$ cat src/rtl/pc_pkg.sv
// Shared types and default vectors for the fetch PC unit.
// Optional counters live in pc_fetch_ctrl under PC_PERF_EN.
package pc_pkg;

  typedef enum logic {
    PC_REQ  = 1'b0,
    PC_HOLD = 1'b1
  } pc_state_e;

  localparam logic [31:0] PC_RESET_VEC   = 32'h0000_3000;
  localparam logic [31:0] PC_HANDLER_VEC = 32'h0000_4180;
  localparam logic [31:0] PC_TEXT_LO     = 32'h0000_3000;
  localparam logic [31:0] PC_TEXT_HI     = 32'h0000_6ffc;

endpackage

$ cat src/rtl/pc_redirect_buf.sv
// Buffers one redirect seen while a fetch is outstanding and
// resolves the redirect target (IntReq > ERET > pending).
module pc_redirect_buf
  import pc_pkg::*;
#(
  parameter int unsigned ADDR_W = 32,
  parameter logic [ADDR_W-1:0] HANDLER_VEC = ADDR_W'(PC_HANDLER_VEC)
) (
  input  logic              clk,
  input  logic              reset,
  input  logic              wr,
  input  logic              clr,
  input  logic              IntReq,
  input  logic              ERET,
  input  logic [ADDR_W-1:0] EPC,
  output logic              PendValid,
  output logic [ADDR_W-1:0] target
);

  logic              pend_int;
  logic [ADDR_W-1:0] pend_pc;

  // an ERET may replace an older ERET, never an older IntReq
  always_ff @(posedge clk) begin
    if (reset) begin
      PendValid <= 1'b0;
      pend_int  <= 1'b0;
      pend_pc   <= '0;
    end else if (wr) begin
      if (IntReq) begin
        PendValid <= 1'b1;
        pend_int  <= 1'b1;
        pend_pc   <= HANDLER_VEC;
      end else if (!(PendValid && pend_int)) begin
        PendValid <= 1'b1;
        pend_int  <= 1'b0;
        pend_pc   <= EPC;
      end
    end else if (clr) begin
      PendValid <= 1'b0;
      pend_int  <= 1'b0;
    end
  end

  always_comb begin
    target = pend_pc;
    unique case (1'b1)
      IntReq:  target = HANDLER_VEC;
      ERET:    target = EPC;
      default: target = pend_pc;
    endcase
  end

endmodule

$ cat src/rtl/pc_fetch_ctrl.sv
// Fetch PC with req/ack handshake, redirect buffering and range check.
// Define PC_PERF_EN to add FetchCnt/KillCnt/WaitCnt counters.
module pc_fetch_ctrl
  import pc_pkg::*;
#(
  parameter int unsigned ADDR_W = 32,
  parameter logic [ADDR_W-1:0] RESET_VEC   = ADDR_W'(PC_RESET_VEC),
  parameter logic [ADDR_W-1:0] HANDLER_VEC = ADDR_W'(PC_HANDLER_VEC),
  parameter logic [ADDR_W-1:0] TEXT_LO     = ADDR_W'(PC_TEXT_LO),
  parameter logic [ADDR_W-1:0] TEXT_HI     = ADDR_W'(PC_TEXT_HI),
  parameter int unsigned ALIGN_BITS = 2
) (
  input  logic              clk,
  input  logic              reset,
  input  logic              Stall,
  input  logic              IntReq,
  input  logic              ERET,
  input  logic [ADDR_W-1:0] PCI,
  input  logic [ADDR_W-1:0] EPC,
  input  logic              FetchAck,
  output logic [ADDR_W-1:0] PCO,
  output logic              FetchReq,
  output logic              InstrValid,
  output logic              Err
`ifdef PC_PERF_EN
  ,
  output logic [31:0]       FetchCnt,
  output logic [31:0]       KillCnt,
  output logic [31:0]       WaitCnt
`endif
);

  localparam logic [ADDR_W-1:0] ALIGN_MASK =
    ADDR_W'((64'd1 << ALIGN_BITS) - 64'd1);

  pc_state_e         state;
  logic              in_req;
  logic              done;
  logic              ext_redir;
  logic              redir;
  logic              pend_valid;
  logic              pend_wr;
  logic              pend_clr;
  logic [ADDR_W-1:0] target;

  assign Err = ((PCO & ALIGN_MASK) != '0)
             || (PCO < TEXT_LO)
             || (PCO > TEXT_HI);

  assign in_req    = (state == PC_REQ);
  assign ext_redir = IntReq | ERET;
  assign redir     = ext_redir | pend_valid;
  // a faulting PC completes at once without touching memory
  assign done      = in_req & (FetchAck | Err);
  assign FetchReq  = in_req & ~Err;
  assign pend_wr   = in_req & ~done & ext_redir;
  assign pend_clr  = done & redir;

  always_comb begin
    InstrValid = 1'b0;
    unique case (1'b1)
      in_req:  InstrValid = done & ~redir;
      default: InstrValid = ~ext_redir;
    endcase
  end

  pc_redirect_buf #(
    .ADDR_W      (ADDR_W),
    .HANDLER_VEC (HANDLER_VEC)
  ) u_buf (
    .clk       (clk),
    .reset     (reset),
    .wr        (pend_wr),
    .clr       (pend_clr),
    .IntReq    (IntReq),
    .ERET      (ERET),
    .EPC       (EPC),
    .PendValid (pend_valid),
    .target    (target)
  );

  always_ff @(posedge clk) begin
    if (reset) begin
      state <= PC_REQ;
      PCO   <= RESET_VEC;
    end else begin
      case (state)
        PC_REQ: begin
          if (done) begin
            if (redir) begin
              PCO <= target;
            end else if (Stall) begin
              state <= PC_HOLD;
            end else begin
              PCO <= PCI;
            end
          end
        end
        PC_HOLD: begin
          if (ext_redir) begin
            PCO   <= target;
            state <= PC_REQ;
          end else if (!Stall) begin
            PCO   <= PCI;
            state <= PC_REQ;
          end
        end
        default: begin
          state <= PC_REQ;
        end
      endcase
    end
  end

`ifdef PC_PERF_EN
  always_ff @(posedge clk) begin
    if (reset) begin
      FetchCnt <= '0;
      KillCnt  <= '0;
      WaitCnt  <= '0;
    end else begin
      if (done && !redir) FetchCnt <= FetchCnt + 32'd1;
      if (done && redir)  KillCnt  <= KillCnt + 32'd1;
      if (FetchReq && !FetchAck) WaitCnt <= WaitCnt + 32'd1;
    end
  end
`endif

endmodule

$ cat config.mk
export PLATFORM = sky130hd
export DESIGN_NAME = pc_fetch_ctrl
export DESIGN_NICKNAME = d
export VERILOG_FILES = /design/src/rtl/pc_pkg.sv /design/src/rtl/pc_redirect_buf.sv /design/src/rtl/pc_fetch_ctrl.sv
export SDC_FILE = /design/constraint.sdc
export NUM_CORES = 1
export LEC_CHECK = 0
export CAP_MARGIN = 10
export CORE_MARGIN = 4
export CORE_UTILIZATION = 52
export CTS_CLUSTER_DIAMETER = 40
export DETAILED_ROUTE_END_ITERATION = 6
export PLACE_DENSITY_LB_ADDON = 0.12
export RECOVER_POWER = 50
export SYNTH_ARGS = -nofsm -noshare
export SYNTH_HDL_FRONTEND = slang
export SYNTH_SLANG_ARGS = --single-unit
$ cat constraint.sdc
create_clock -name clk -period 4.6 [get_ports clk]
set_clock_uncertainty 0.15 [all_clocks]
set_input_delay 0.69 -clock clk [delete_from_list [all_inputs] [get_ports clk]]
set_output_delay 0.69 -clock clk [all_outputs]
set_load 0.05 [all_outputs]
# ---- Yosys cells after proc, flatten, opt, wreduce, memory -nomap -nowiden
# Cells that the tools add are included.
dict set report classes {
  magnitude_cmp 2
  eq_ne 3
  n_mux 21
  bitwise_logic 14
  n_reduce_logical 7
}
# cell count
set op_table {}
lappend op_table {{two-way mux 32 bit} 6}
lappend op_table {{one-hot mux 32 bit (2 select lines)} 2}
lappend op_table {{greater-than comparator 32 x 15 -> 1 bit, second input constant} 1}
lappend op_table {{< comparator 32 x 14 -> 1 bit, second input constant} 1}
lappend op_table {{nonzero test 32 bit} 1}
lappend op_table {{two-way mux 1 bit} 12}
lappend op_table {{bitwise AND 1 bit} 6}
lappend op_table {{NOT 1 bit} 5}
lappend op_table {{AND reduction 2 bit} 2}
lappend op_table {{!= test 3 bit, second input constant} 1}
lappend op_table {{bitwise OR 1 bit} 3}
lappend op_table {{logical OR 1 bit} 2}
lappend op_table {{!= test 2 x 1 -> 1 bit, second input constant} 1}
lappend op_table {{!= test 2 bit, second input constant} 1}
lappend op_table {{one-hot mux 1 bit (2 select lines)} 1}
lappend op_table {{nonzero test 2 bit} 1}
lappend op_table {{logical AND 1 bit} 1}
dict set report word_totals {
  ff_bits 67
  in_bits 70
  output_inout_bits 35
}

# ---- Logic depth before layout (Yosys ltp)
dict set report depth {
  ltp_word 10
  depth_mapped 8
  mapped_depth_nobuf 5
}

# ---- Hierarchy
# A second synthesis with hierarchy kept.
dict set report unflattened {
  hier_cells 474
  area_unflattened_um2 3892.5
}
# mod n_inst cells_each area_each_um2
set by_module_without_submodules {}
lappend by_module_without_submodules {pc_fetch_ctrl 1 285 2268.4}
lappend by_module_without_submodules {pc_redirect_buf 1 189 1624.1}

# ---- Least setup slack after synthesis
# OpenSTA, ideal clock, no wires.
dict set report synth_path {
  kind {input -> output}
  startpoint {in ERET}
  endpoint {out InstrValid}
  arrival_time_ps 2598
  path_slack_ps 1162
  cell_stages 4
  cell_sequence {clkbuf_1 > or2_2 > clkbuf_1 > o31ai_1}
}
dict set report synth_via {
  elab_chain_len 5
  elab_cells_between_ends 6
}
# element line_no
set synth_lines {}
lappend synth_lines {{from (decl)} pc_fetch_ctrl.sv:17} ;# input logic ERET,
lappend synth_lines {{bitwise OR 1 bit (*)} pc_fetch_ctrl.sv:51} ;# assign ext_redir = IntReq | ERET;
lappend synth_lines {{bitwise OR 1 bit} pc_fetch_ctrl.sv:52} ;# assign redir = ext_redir | pend_valid;
lappend synth_lines {{NOT 1 bit} pc_fetch_ctrl.sv:62} ;# in_req: InstrValid = done & ~redir;
lappend synth_lines {{bitwise AND 1 bit} pc_fetch_ctrl.sv:62}
lappend synth_lines {{two-way mux 1 bit (*)} pc_fetch_ctrl.sv:61} ;# unique case (1'b1)
lappend synth_lines {{to (decl)} pc_fetch_ctrl.sv:23} ;# output logic InstrValid,
# Every way passes the cells marked *; elsewhere a longest branch is shown, timed or not.

# ---- Final worst setup path
dict set report layout_path {
  startpoint {reg PCO[26]}
  endpoint {out FetchReq}
}
dict set report layout_via {
  elab_chain_len 5
  elab_cells_between_ends 6
}
# element line_no
set layout_lines {}
lappend layout_lines {{from (decl)} pc_fetch_ctrl.sv:21} ;# output logic [ADDR_W-1:0] PCO,
lappend layout_lines {{from (signal assigned)} pc_fetch_ctrl.sv:91} ;# PCO <= target;
lappend layout_lines {{from (signal assigned)} pc_fetch_ctrl.sv:101} ;# PCO <= target;
lappend layout_lines {{< comparator 32 x 14 -> 1 bit} pc_fetch_ctrl.sv:47} ;# || (PCO < TEXT_LO)
lappend layout_lines {{logical OR 1 bit} pc_fetch_ctrl.sv:47}
lappend layout_lines {{logical OR 1 bit (*)} pc_fetch_ctrl.sv:48} ;# || (PCO > TEXT_HI);
lappend layout_lines {{NOT 1 bit (*)} pc_fetch_ctrl.sv:55} ;# assign FetchReq = in_req & ~Err;
lappend layout_lines {{bitwise AND 1 bit (*)} pc_fetch_ctrl.sv:55}
lappend layout_lines {{to (decl)} pc_fetch_ctrl.sv:22} ;# output logic FetchReq,
# Marks and branches as above.

==> flow_metrics.tcl <==
set metrics [dict create \
    whs_path_depth 2 \
    grt_pass1_wl_um 19020 \
    clock.fmax_ghz 0.2765 \
    place_congestion 0.8123 \
    p_switching_w 0.0004425 \
    min_period_ns 3.617 \
    cp.required_ns 3.76 \
    track_usage 0.2718 \
    cts_resized 0 \
    arrival_ns 2.78 \
    place_hpwl_um 7757 \
    syn_inst 481 \
    clockBufferDepth 2 \
    die_height_um 93.51 \
    worst_r2r_startpoint "PCO[26]$_SDFFE_PP0P_" \
    cts_buffers 9 \
    drc 0 \
    holdCritPathClass "register to register" \
    startpoint_type "register" \
    ios 105 \
    cts.sinks 67 \
    critPathKind "register to output port" \
    drive_above_1_share 0.06039 \
    finalSetupViolations 0 \
    antenna_cells 0 \
    r2r-end "u_buf.pend_pc[13]$_SDFFE_PP0P_" \
    cts_tree "built" \
    cts_hold_buf 0 \
    detail-route-antenna-nets 0 \
    maxSlewViolCount 97 \
    syn_area_um2 3802 \
    synth_nets 551 \
    leakage_nw 1.848 \
    maxSlewHeadroom -0.6592 \
    worstPathMaxFanout 4 \
    clkPwrFrac 0.321 \
    cts_root_buf "clkbuf_8" \
    ys_seq_elements 67 \
    maxCapViolCount 3 \
    drt-initial-drc-count 323 \
    critPathCaptureType "output port" \
    htree_levels 3 \
    die_w_um 93.51 \
    ir_drop_uv 216.7 \
    insertion_delay_ns 0.34 \
    cts_setup_buffers 0 \
    row_count 30 \
    min_to "u_buf.pend_pc[16]$_SDFFE_PP0P_" \
    violations "capacitance limit, slew limit" \
    vias 4062 \
    area_growth_pct 30.90 \
    timing.final.crit_share 0.7862 \
    power_per_cell_area_nw_per_um2 287.0 \
    final_util 0.7168 \
    core_um2 6944 \
    p_comb_frac 0.243 \
    synth_area_per_cell_um2 7.905 \
    portBuffers 104 \
    seqPwrFrac 0.436 \
    antenna_found_initial 0 \
    p_sw_frac 0.3098 \
    clk_pin_slew_worst_paths_ns 0.07 \
    grt_pass1_vias 3823 \
    routedWlPerCell_um 18.15 \
    overflow 0 \
    p_int_w 0.0009859 \
    fin_nets 629 \
    tightest_slew_ns 2.489 \
    yosys_warnings 0 \
    ys_seq_area_frac 0.3527 \
    status "finished with violations" \
    start_util 0.5476 \
    grt_max_degree 52 \
    drt-pass1-iter-count 5 \
    r2r_slack_ns 1.42 \
    fp.dieArea_um2 8744 \
    min_from "u_buf.pend_pc[16]$_SDFFE_PP0P_" \
    synth.lib_cells_used.distinct 43 \
    routed_wirelength_um 11960 \
    vias_per_cell 6.164 \
    r2r.worst_path.cells 6 \
    finalHoldViolations 0 \
    tns_ns 0 \
    rsz0062_at_grt "false" \
]
## final cells by class
cell class / instances / area (um^2)
Multi-Input combinational cell: 366 / 2238
Fill cell: 565 / 1967
Clock inverter: 2 / 10.01
Sequential cell: 67 / 1341
Clock buffer: 13 / 168.9
Timing Repair Buffer: 111 / 1084
Inverter: 4 / 15.01
Tap cell: 96 / 120.1
## state kept, by name, indices dropped and copies added (netlist names)
signal and count:
state 1, u_buf.pend_pc 32, u_buf.pend_int 1, PCO 32, u_buf.PendValid 1
## cells in the mapped netlist
cell | count | area share
nor2_1 | 47 | 0.046
o311a_1 | 1 | 0.0026
and4_1 | 2 | 0.0046
nand2_1 | 69 | 0.068
nand4_2 | 1 | 0.0033
a211o_1 | 1 | 0.0023
nor4_4 | 3 | 0.017
mux2_2 | 1 | 0.0030
o211ai_1 | 1 | 0.0020
a211oi_1 | 3 | 0.0059
a21boi_1 | 1 | 0.0020
nand3b_1 | 29 | 0.057
a22o_1 | 17 | 0.039
nand3_1 | 2 | 0.0026
nor4_1 | 2 | 0.0033
or2_2 | 1 | 0.0016
a22oi_1 | 13 | 0.026
a211oi_2 | 1 | 0.0033
dfxtp_1 | 67 | 0.35
clkbuf_1 | 28 | 0.028
a221oi_1 | 17 | 0.039
buf_2 | 9 | 0.012
inv_1 | 4 | 0.0039
buf_6 | 4 | 0.012
or4b_1 | 1 | 0.0026
nor3_1 | 10 | 0.013
and2_1 | 1 | 0.0016
nand2b_1 | 1 | 0.0016
nor2b_1 | 1 | 0.0016
o21ai_0 | 28 | 0.037
buf_1 | 2 | 0.0020
nor4b_1 | 1 | 0.0023
and3_1 | 1 | 0.0016
a21oi_1 | 62 | 0.082
o21ai_1 | 1 | 0.0013
buf_4 | 1 | 0.0020
mux2i_1 | 34 | 0.090
or3_1 | 7 | 0.012
and3b_1 | 1 | 0.0023
o31ai_1 | 2 | 0.0039
a31o_2 | 1 | 0.0023
a21oi_2 | 1 | 0.0023
nor3_2 | 1 | 0.0026
## per-layer routing
metal	global-route usage	wire length, um
met1	0.3308	4953
met2	0.4705	5923
met4	0.08791	176
met3	0.06356	906
met5	0	0
## critical path, cell delays in order, from the launching register on
cell	delay [ns]
dfxtp_1	0.33
nor4_1	0.48
nand2_1	0.26
or3_1	0.44
nor2_1	0.12
clkdlybuf4s50_1	0.81
## stage by stage
step	instances	area, um^2	setup WS, ns	total power, W	hold slack, ns
floorplan	481	3802	1.162	0.0008424	0.2817
global route	659	4977	0.8008	0.001473	0.3174
detailed placement	644	4810	1.066	0.0009866	0.2932
global placement	644	4810	1.118	0.0009788	0.2882
finish	659	4977	0.9833	0.001428	0.3032
CTS	659	4989	0.9980	0.001436	0.3033
## worst max-delay path by stage
stage	depth (start not counted)	slack, ns	from	to
2_1_floorplan	4	1.16	ERET	InstrValid
3_3_place_gp	4	1.12	IntReq	u_buf.pend_pc[7]$_SDFFE_PP0P_
3_5_place_dp	4	1.07	IntReq	u_buf.pend_pc[7]$_SDFFE_PP0P_
4_1_cts	5	1.0	PCO[26]$_SDFFE_PP0P_	FetchReq
5_1_grt	6	0.80	Stall	PCO[9]$_SDFFE_PP0P_
6_report	5	0.98	PCO[26]$_SDFFE_PP0P_	FetchReq
## placed cells by master (no fill, tap or decap), types with 2 or more instances in the layout
cell | synthesis | final
o21ai_0 | 28 | 28
buf_2 | 9 | 2
clkbuf_1 | 28 | 3
nand3b_1 | 29 | 29
and4_1 | 2 | 2
a221oi_1 | 17 | 17
buf_4 | 1 | 6
inv_1 | 4 | 4
o31ai_1 | 2 | 2
nor2_1 | 47 | 46
a21oi_1 | 62 | 62
nand3_1 | 2 | 2
nand2_1 | 69 | 69
nor4_4 | 3 | 3
a22oi_1 | 13 | 13
nor4_1 | 2 | 2
nor3_1 | 10 | 10
mux2i_1 | 34 | 34
clkbuf_8 | 0 | 12
clkinv_2 | 0 | 2
a22o_1 | 17 | 17
clkdlybuf4s50_1 | 0 | 67
dfxtp_1 | 67 | 67
a211oi_1 | 3 | 3
dlygate4sd3_1 | 0 | 33
or3_1 | 7 | 7
## power by group through the flow
stage	Combinational, W	Sequential [W]	Clock (W)
after floorplan	0.000145	0.000698	0
after global placement	0.000343	0.000636	0
after detailed placement	0.000350	0.000637	0
after CTS	0.000352	0.000624	0.000460
after global routing	0.000370	0.000626	0.000477
final	0.000347	0.000623	0.000458
## cells by family (layout without fill, tap and decap cells)
logic type	after synthesis	count (layout)	share of synthesized area
DFF	67	67	0.3527
and+or+nand+nor	181	181	0.2452
AOI/OAI and AO/OA	150	150	0.2504
buffers and inverters	48	130	0.05923
muxes	35	35	0.09247
Power figures use the tool's default switching activity.
